$ cat src/rtl/incr_arbiter.sv
// Round-robin arbiter that adds a constant to the granted operand and holds the result until it is accepted.
// Optional build macro INCR_ARB_SATURATE_EN clamps overflowing results to all-ones instead of wrapping.
module incr_arbiter #(
  parameter int NREQ      = 4,
  parameter int WIDTH     = 16,
  parameter int INCREMENT = 2
) (
  input  logic                      clk,
  input  logic                      rst_n,
  input  logic [NREQ-1:0]           req_valid,
  input  logic [NREQ*WIDTH-1:0]     req_data,
  output logic [NREQ-1:0]           req_ready,
  output logic                      rsp_valid,
  output logic [WIDTH-1:0]          rsp_data,
  output logic [$clog2(NREQ)-1:0]   rsp_id,
  input  logic                      rsp_ready,
  output logic                      rsp_ovf,
  output logic                      busy
);

  localparam int IW = $clog2(NREQ);

  typedef enum logic [1:0] {IDLE, CALC, RESP} state_t;

  state_t           state_q, state_d;
  logic [IW-1:0]    last_grant_q, last_grant_d;
  logic [WIDTH-1:0] operand_q, operand_d;
  logic [IW-1:0]    rsp_id_q, rsp_id_d;
  logic [WIDTH-1:0] rsp_data_q, rsp_data_d;
  logic             rsp_ovf_q, rsp_ovf_d;
  logic             rsp_valid_q, rsp_valid_d;

  logic             grant_found;
  logic [IW-1:0]    grant_idx;
  logic [IW-1:0]    cand_idx;
  logic [WIDTH-1:0] grant_operand;
  logic [WIDTH:0]   sum;

  // Search begins one past the last winner so every requester gets a turn.
  always_comb begin
    grant_found = 1'b0;
    grant_idx   = '0;
    cand_idx    = '0;
    for (int k = 1; k <= NREQ; k++) begin
      cand_idx = IW'((int'(last_grant_q) + k) % NREQ);
      if (!grant_found && req_valid[cand_idx]) begin
        grant_found = 1'b1;
        grant_idx   = cand_idx;
      end
    end
  end

  always_comb begin
    grant_operand = '0;
    for (int i = 0; i < NREQ; i++) begin
      if (grant_idx == IW'(i)) begin
        grant_operand = req_data[i*WIDTH +: WIDTH];
      end
    end
  end

  always_comb begin
    state_d      = state_q;
    last_grant_d = last_grant_q;
    operand_d    = operand_q;
    rsp_id_d     = rsp_id_q;
    rsp_data_d   = rsp_data_q;
    rsp_ovf_d    = rsp_ovf_q;
    rsp_valid_d  = rsp_valid_q;
    req_ready    = '0;
    sum          = '0;
    case (state_q)
      IDLE: begin
        if (grant_found && rst_n) begin
          req_ready    = NREQ'(1) << grant_idx;
          last_grant_d = grant_idx;
          operand_d    = grant_operand;
          rsp_id_d     = grant_idx;
          state_d      = CALC;
        end
      end
      CALC: begin
        sum       = {1'b0, operand_q} + (WIDTH+1)'(INCREMENT);
        rsp_ovf_d = sum[WIDTH];
`ifdef INCR_ARB_SATURATE_EN
        rsp_data_d = sum[WIDTH] ? '1 : sum[WIDTH-1:0];
`else
        rsp_data_d = sum[WIDTH-1:0];
`endif
        rsp_valid_d = 1'b1;
        state_d     = RESP;
      end
      RESP: begin
        if (rsp_ready) begin
          rsp_valid_d = 1'b0;
          state_d     = IDLE;
        end
      end
      default: state_d = IDLE;
    endcase
  end

  always_ff @(posedge clk) begin
    if (!rst_n) begin
      state_q      <= IDLE;
      last_grant_q <= '0;
      operand_q    <= '0;
      rsp_id_q     <= '0;
      rsp_data_q   <= '0;
      rsp_ovf_q    <= 1'b0;
      rsp_valid_q  <= 1'b0;
    end else begin
      state_q      <= state_d;
      last_grant_q <= last_grant_d;
      operand_q    <= operand_d;
      rsp_id_q     <= rsp_id_d;
      rsp_data_q   <= rsp_data_d;
      rsp_ovf_q    <= rsp_ovf_d;
      rsp_valid_q  <= rsp_valid_d;
    end
  end

  assign rsp_valid = rsp_valid_q;
  assign rsp_data  = rsp_data_q;
  assign rsp_id    = rsp_id_q;
  assign rsp_ovf   = rsp_ovf_q;
  assign busy      = (state_q != IDLE);

endmodule
$ cat config.mk
export PLATFORM = sky130hd
export DESIGN_NAME = incr_arbiter
export DESIGN_NICKNAME = d
export VERILOG_FILES = /design/src/rtl/incr_arbiter.sv
export SDC_FILE = /design/constraint.sdc
export NUM_CORES = 1
export LEC_CHECK = 0
export CAP_MARGIN = 10
export CORE_MARGIN = 5
export CORE_UTILIZATION = 39
export DETAILED_ROUTE_END_ITERATION = 8
export GPL_ROUTABILITY_DRIVEN = 0
export PLACE_DENSITY = 0.81
export SYNTH_ARGS = -nofsm -noshare
export SYNTH_HDL_FRONTEND = slang
export SYNTH_SLANG_ARGS = --single-unit
$ cat constraint.sdc
create_clock -name clk -period 1.65 [get_ports clk]
set_input_delay 0.33 -clock clk [delete_from_list [all_inputs] [get_ports clk]]
set_output_delay 0.33 -clock clk [all_outputs]
set_load 0.02 [all_outputs]
Word level (Yosys, flattened, before mapping)
Index checks and enable logic that the tools add are counted.

Flip-flop bits (word level): 38. Bits in latches: 0. RAM bits: 0. Bits in read-only memories: 0. Input port bits: 71. Output and inout port bits: 25. Logic and storage cells: 64. Memories kept: 0.

$add $sub $neg: 5. Multipliers: 0. Div/mod/pow operators: 0. Order comparisons: 4. Equal/unequal tests: 7. Shifts and indexed selects: 1. Muxes and demuxes: 27. Bitwise gates (word level): 0. Reductions and logical operators: 14.

Operators with widths (count): $mux 16 (4); $add 16x2->17 const B (1); $lt 2x3->1 const B (4); $mux 2 (6); $mux 1 (9); $bmux 1 s2 (4); $mux 4 (2); $eq 2x2->1 const B (3); $pmux 2 s3 (1); $reduce_and 2->1 (3); $add 2x1->2 const B (2); $add 2x2->2 const B (2); $eq 2x1->1 const B (2); $logic_and 1x1->1 (4); $logic_not 2->1 (2); $ne 2x2->1 const B (2); $reduce_bool 2->1 (2); $shl 1x2->4 const A (1); $logic_not 1->1 (3); $pmux 1 s2 (1).

Depth between registers and ports, before layout
Gate-level depths: netlist (run 1).

Word-level depth: 18. Mapped depth: 7. Gate-level depth less buffers: 5.

Worst setup path after synthesis (run 1)
OpenSTA, ideal clock, no wires.

Kind: reg2out. Start: register rsp_id[1] (netlist name). End: output port req_ready[2]. Arrival: 1.789 ns. Required time: 1.320 ns. Setup slack: -0.469 ns. Cell stages (with the launch flop): 7. Cells stage by stage: dfxtp_1 > buf_6 > mux2i_1 > o22ai_2 > a211oi_4 > buf_6 > nor2b_1.

RTL lines: to (decl) (line 12) `output logic [NREQ-1:0] req_ready,`.

==> results.toml, run 1 <==
[detailed_routing]
drt-wirelength-per-cell_um = 17.71
vias_per_cell = 5.610
drtPass1Iterations = 5
drcViolationCount = 0
postRouteAntennaNets = 0
routed_wl_um = 8570
num_vias = 2715
drt_iter0_markers = 138

[global_route]
grt_max_degree = 33
grt_pass1_vias = 2799
grt_pass1_wl_um = 13600
antenna_found_initial = 0
grt_overflow = 0
grtUsageTotal_pct = 22.56

[cells_and_area]
layout_common_cells = "clkdlybuf4s50_1 (83), dfxtp_1 (36), nand2_1 (35)"
antenna_cells = 0
instances_no_fill = 484
fin_nets = 480
drive_gt1_share_pct = 20.29
layout_commonest_cell = "clkdlybuf4s50_1"
syn_to_final_growth_pct = 64.59

[die]
die-area_sq_mm = 0.007750
die_h_um = 88.04
coreArea_sq_mm = 0.005921
start_util_pct = 40.11
num_rows = 28
die_x_um = 88.04
num_io_pins = 96

[synth]
synth-seq-cells = 38
syn_area_per_cell_sq_um = 8.246
yosysWarningCount = 0
synth_area_sq_mm = 0.002375
synth-edff-count = 0
syn_nets = 360
ys.flop_type = "dfxtp_1"
yosys.cell_types.count = 44
synth.yosys.seq_area_share_pct = 32.03
synthArstFlopShare_pct = 0
syn_inst = 288

[setup_path]
max_stage_delay_ns = 0.40
timing.rr.start = "rsp_id[1]$_SDFFE_PN0P_"
path_class = "flip-flop to output port"
cp.required_ns = 1.32
arrival_ns = 1.61
start_kind = "flip-flop"
slowest_stage = "dfxtp_4"
critPathBufInv = 1
crit_chain = "mux2i_4 > o22ai_4 > a211oi_4 > nor2b_4 > buf_6"
startpoint = "rsp_id[1]$_SDFFE_PN0P_"
critPathCaptureType = "output port"
cp_max_fo = 5
cpLargestDelayFamily = "flip-flops"

[sta]
tns_ns = -4.227
rsz0062_at_grt = "yes"
maxClockFrequency_mhz = 515.2
slew_viol_final = 0
skew_ns = 0.006391
max-slew-margin-rel_pct = 79.35
min_period_ns = 1.941
fin_crit_sh_pct = 117.6
hold_viol = 0
setup_slack_ns = -0.2911
setup_violations = 20
tightest_slew_ns = 0.3098

[placed_design]
hpwl_um = 5942
dp.cells = 464
io_buffers = 95

[cts]
cts_tree = "yes"
clk_path_buf_depth = 2
cts_sinks = 38
insertion_delay_ns = 0.29
cts-root-buf = "clkbuf_8"
htreeDepth = 2
cts_buffers = 5
clkTransAtPathRegs_ns = 0.08
holdBufCountCts = 0

[pwr]
power_uw = 3350
ir_worst_vdd_mv = 0.4575
p_leak_uw = 0.001601
p_per_area_mw_per_mm2 = 857.0

[worst_hold_path]
hp-start = "rsp_ovf$_SDFFE_PN0P_"
min_path_type = "flip-flop to flip-flop"

[outcome]
status = "complete, but fails checks"
violations = "negative setup slack"

[job]
drv_cap = 0
## worst min-delay path, stage by stage (launching register included)
cell,delay [ns]
dfxtp_1,0.31
nand2b_1,0.06
a21oi_1,0.05
## cells by family after synthesis
kind of cell	Yosys count	synth area share [%]
AOI/OAI and AO/OA	93	30.56
xor gates and xnor gates	12	4.426
adders and majority gates	1	0.5268
buffers and inverters	28	5.849
DFF	38	32.03
muxes	5	2.108
and+or+nand+nor	111	24.50
## through the flow
| stage | setup WS (ns) | hold WS (ns) | util, % | area [sq um] |
|---|---|---|---|---|
| after floorplan | -0.1431 | 0.4571 | - | 2407 |
| after global placement | -0.9490 | 0.4570 | 60.36 | 3573 |
| after detailed placement | -1.024 | 0.4696 | 60.36 | 3573 |
| after CTS | -0.2949 | 0.4814 | 65.96 | 3905 |
| after global routing | -0.3508 | 0.5085 | 66.02 | 3909 |
| final | -0.2911 | 0.4739 | 66.02 | 3909 |
## per-layer routing
metal  wire length [um]  track usage (%)  up-vias
met4                204            8.929        0
met3                712            4.516       21
met5                  0                0        -
li1                   -                -     1281
met2               4278            38.84      146
met1               3374            27.57     1267
## layout make-up
| cell class | count | area, sq um |
|---|---|---|
| Sequential cell | 38 | 765.7 |
| Clock buffer | 6 | 82.58 |
| Timing Repair Buffer | 133 | 1340 |
| Multi-Input combinational cell | 222 | 1585 |
| Inverter | 8 | 30.03 |
| Clock inverter | 2 | 11.26 |
| Fill cell | 477 | 2012 |
| Tap cell | 75 | 93.84 |
## synthesized netlist by cell type (all sizes together) (4+ instances only)
cell type | n | area share (%)
nand2b | 5 | 1.3
nand3b | 17 | 5.9
nor2b | 4 | 1.1
buf | 10 | 3.0
nor2 | 25 | 4.0
a32o | 15 | 6.3
a21o | 30 | 9.6
nand4 | 5 | 1.3
xor2 | 4 | 1.5
nand2 | 36 | 5.7
inv | 7 | 1.1
mux2i | 5 | 2.1
nand3 | 8 | 2.1
clkbuf | 10 | 1.6
a211oi | 11 | 4.0
xnor2 | 8 | 3.0
o21ai | 20 | 4.4
a21oi | 9 | 2.4
dfxtp | 38 | 32
## worst paths after layout
kind	endpoint	slack, ns	cells past startpoint
worst max-delay path	req_ready[2]	-0.29	5
worst min-delay path	rsp_ovf$_SDFFE_PN0P_	0.47	2
worst max register to register	operand_q[8]$_SDFFE_PN0P_	-0.28	9
worst min register to register	rsp_ovf$_SDFFE_PN0P_	0.47	2
## report_power, final
part	internal (uW)	switching (uW)	total (uW)
Sequential	1050	132	1180
Clock	337	346	683
Combinational	790	693	1480
Total	2180	1170	3350
## sequential cells by signal, summed over array words and instances (netlist names)
| signal | cells |
|---|---|
| rsp_valid | 1 |
| rsp_ovf | 1 |
| rsp_id | 2 |
| operand_q | 16 |
| rsp_data | 16 |
| state_q | 2 |
## timing repair
action,CTS,global route
cloned,3,0
setup endpoints to repair,24,21
hold endpoints to repair,0,0
setup buffers,11,1
pin swaps,8,13
gates resized for setup,56,12
Power figures use the tool's default switching activity.
==> inputs of run 2 (changes only) <==
--- a/config.mk
+++ b/config.mk
@@ -11,6 +11,7 @@
 export DETAILED_ROUTE_END_ITERATION = 8
 export GPL_ROUTABILITY_DRIVEN = 0
 export PLACE_DENSITY = 0.81
+export SLEW_MARGIN = 20
 export SYNTH_ARGS = -nofsm -noshare
 export SYNTH_HDL_FRONTEND = slang
 export SYNTH_SLANG_ARGS = --single-unit
==> results of run 2 <==
Same layout as run 1: the final DEF is identical, and so are final timing and power.
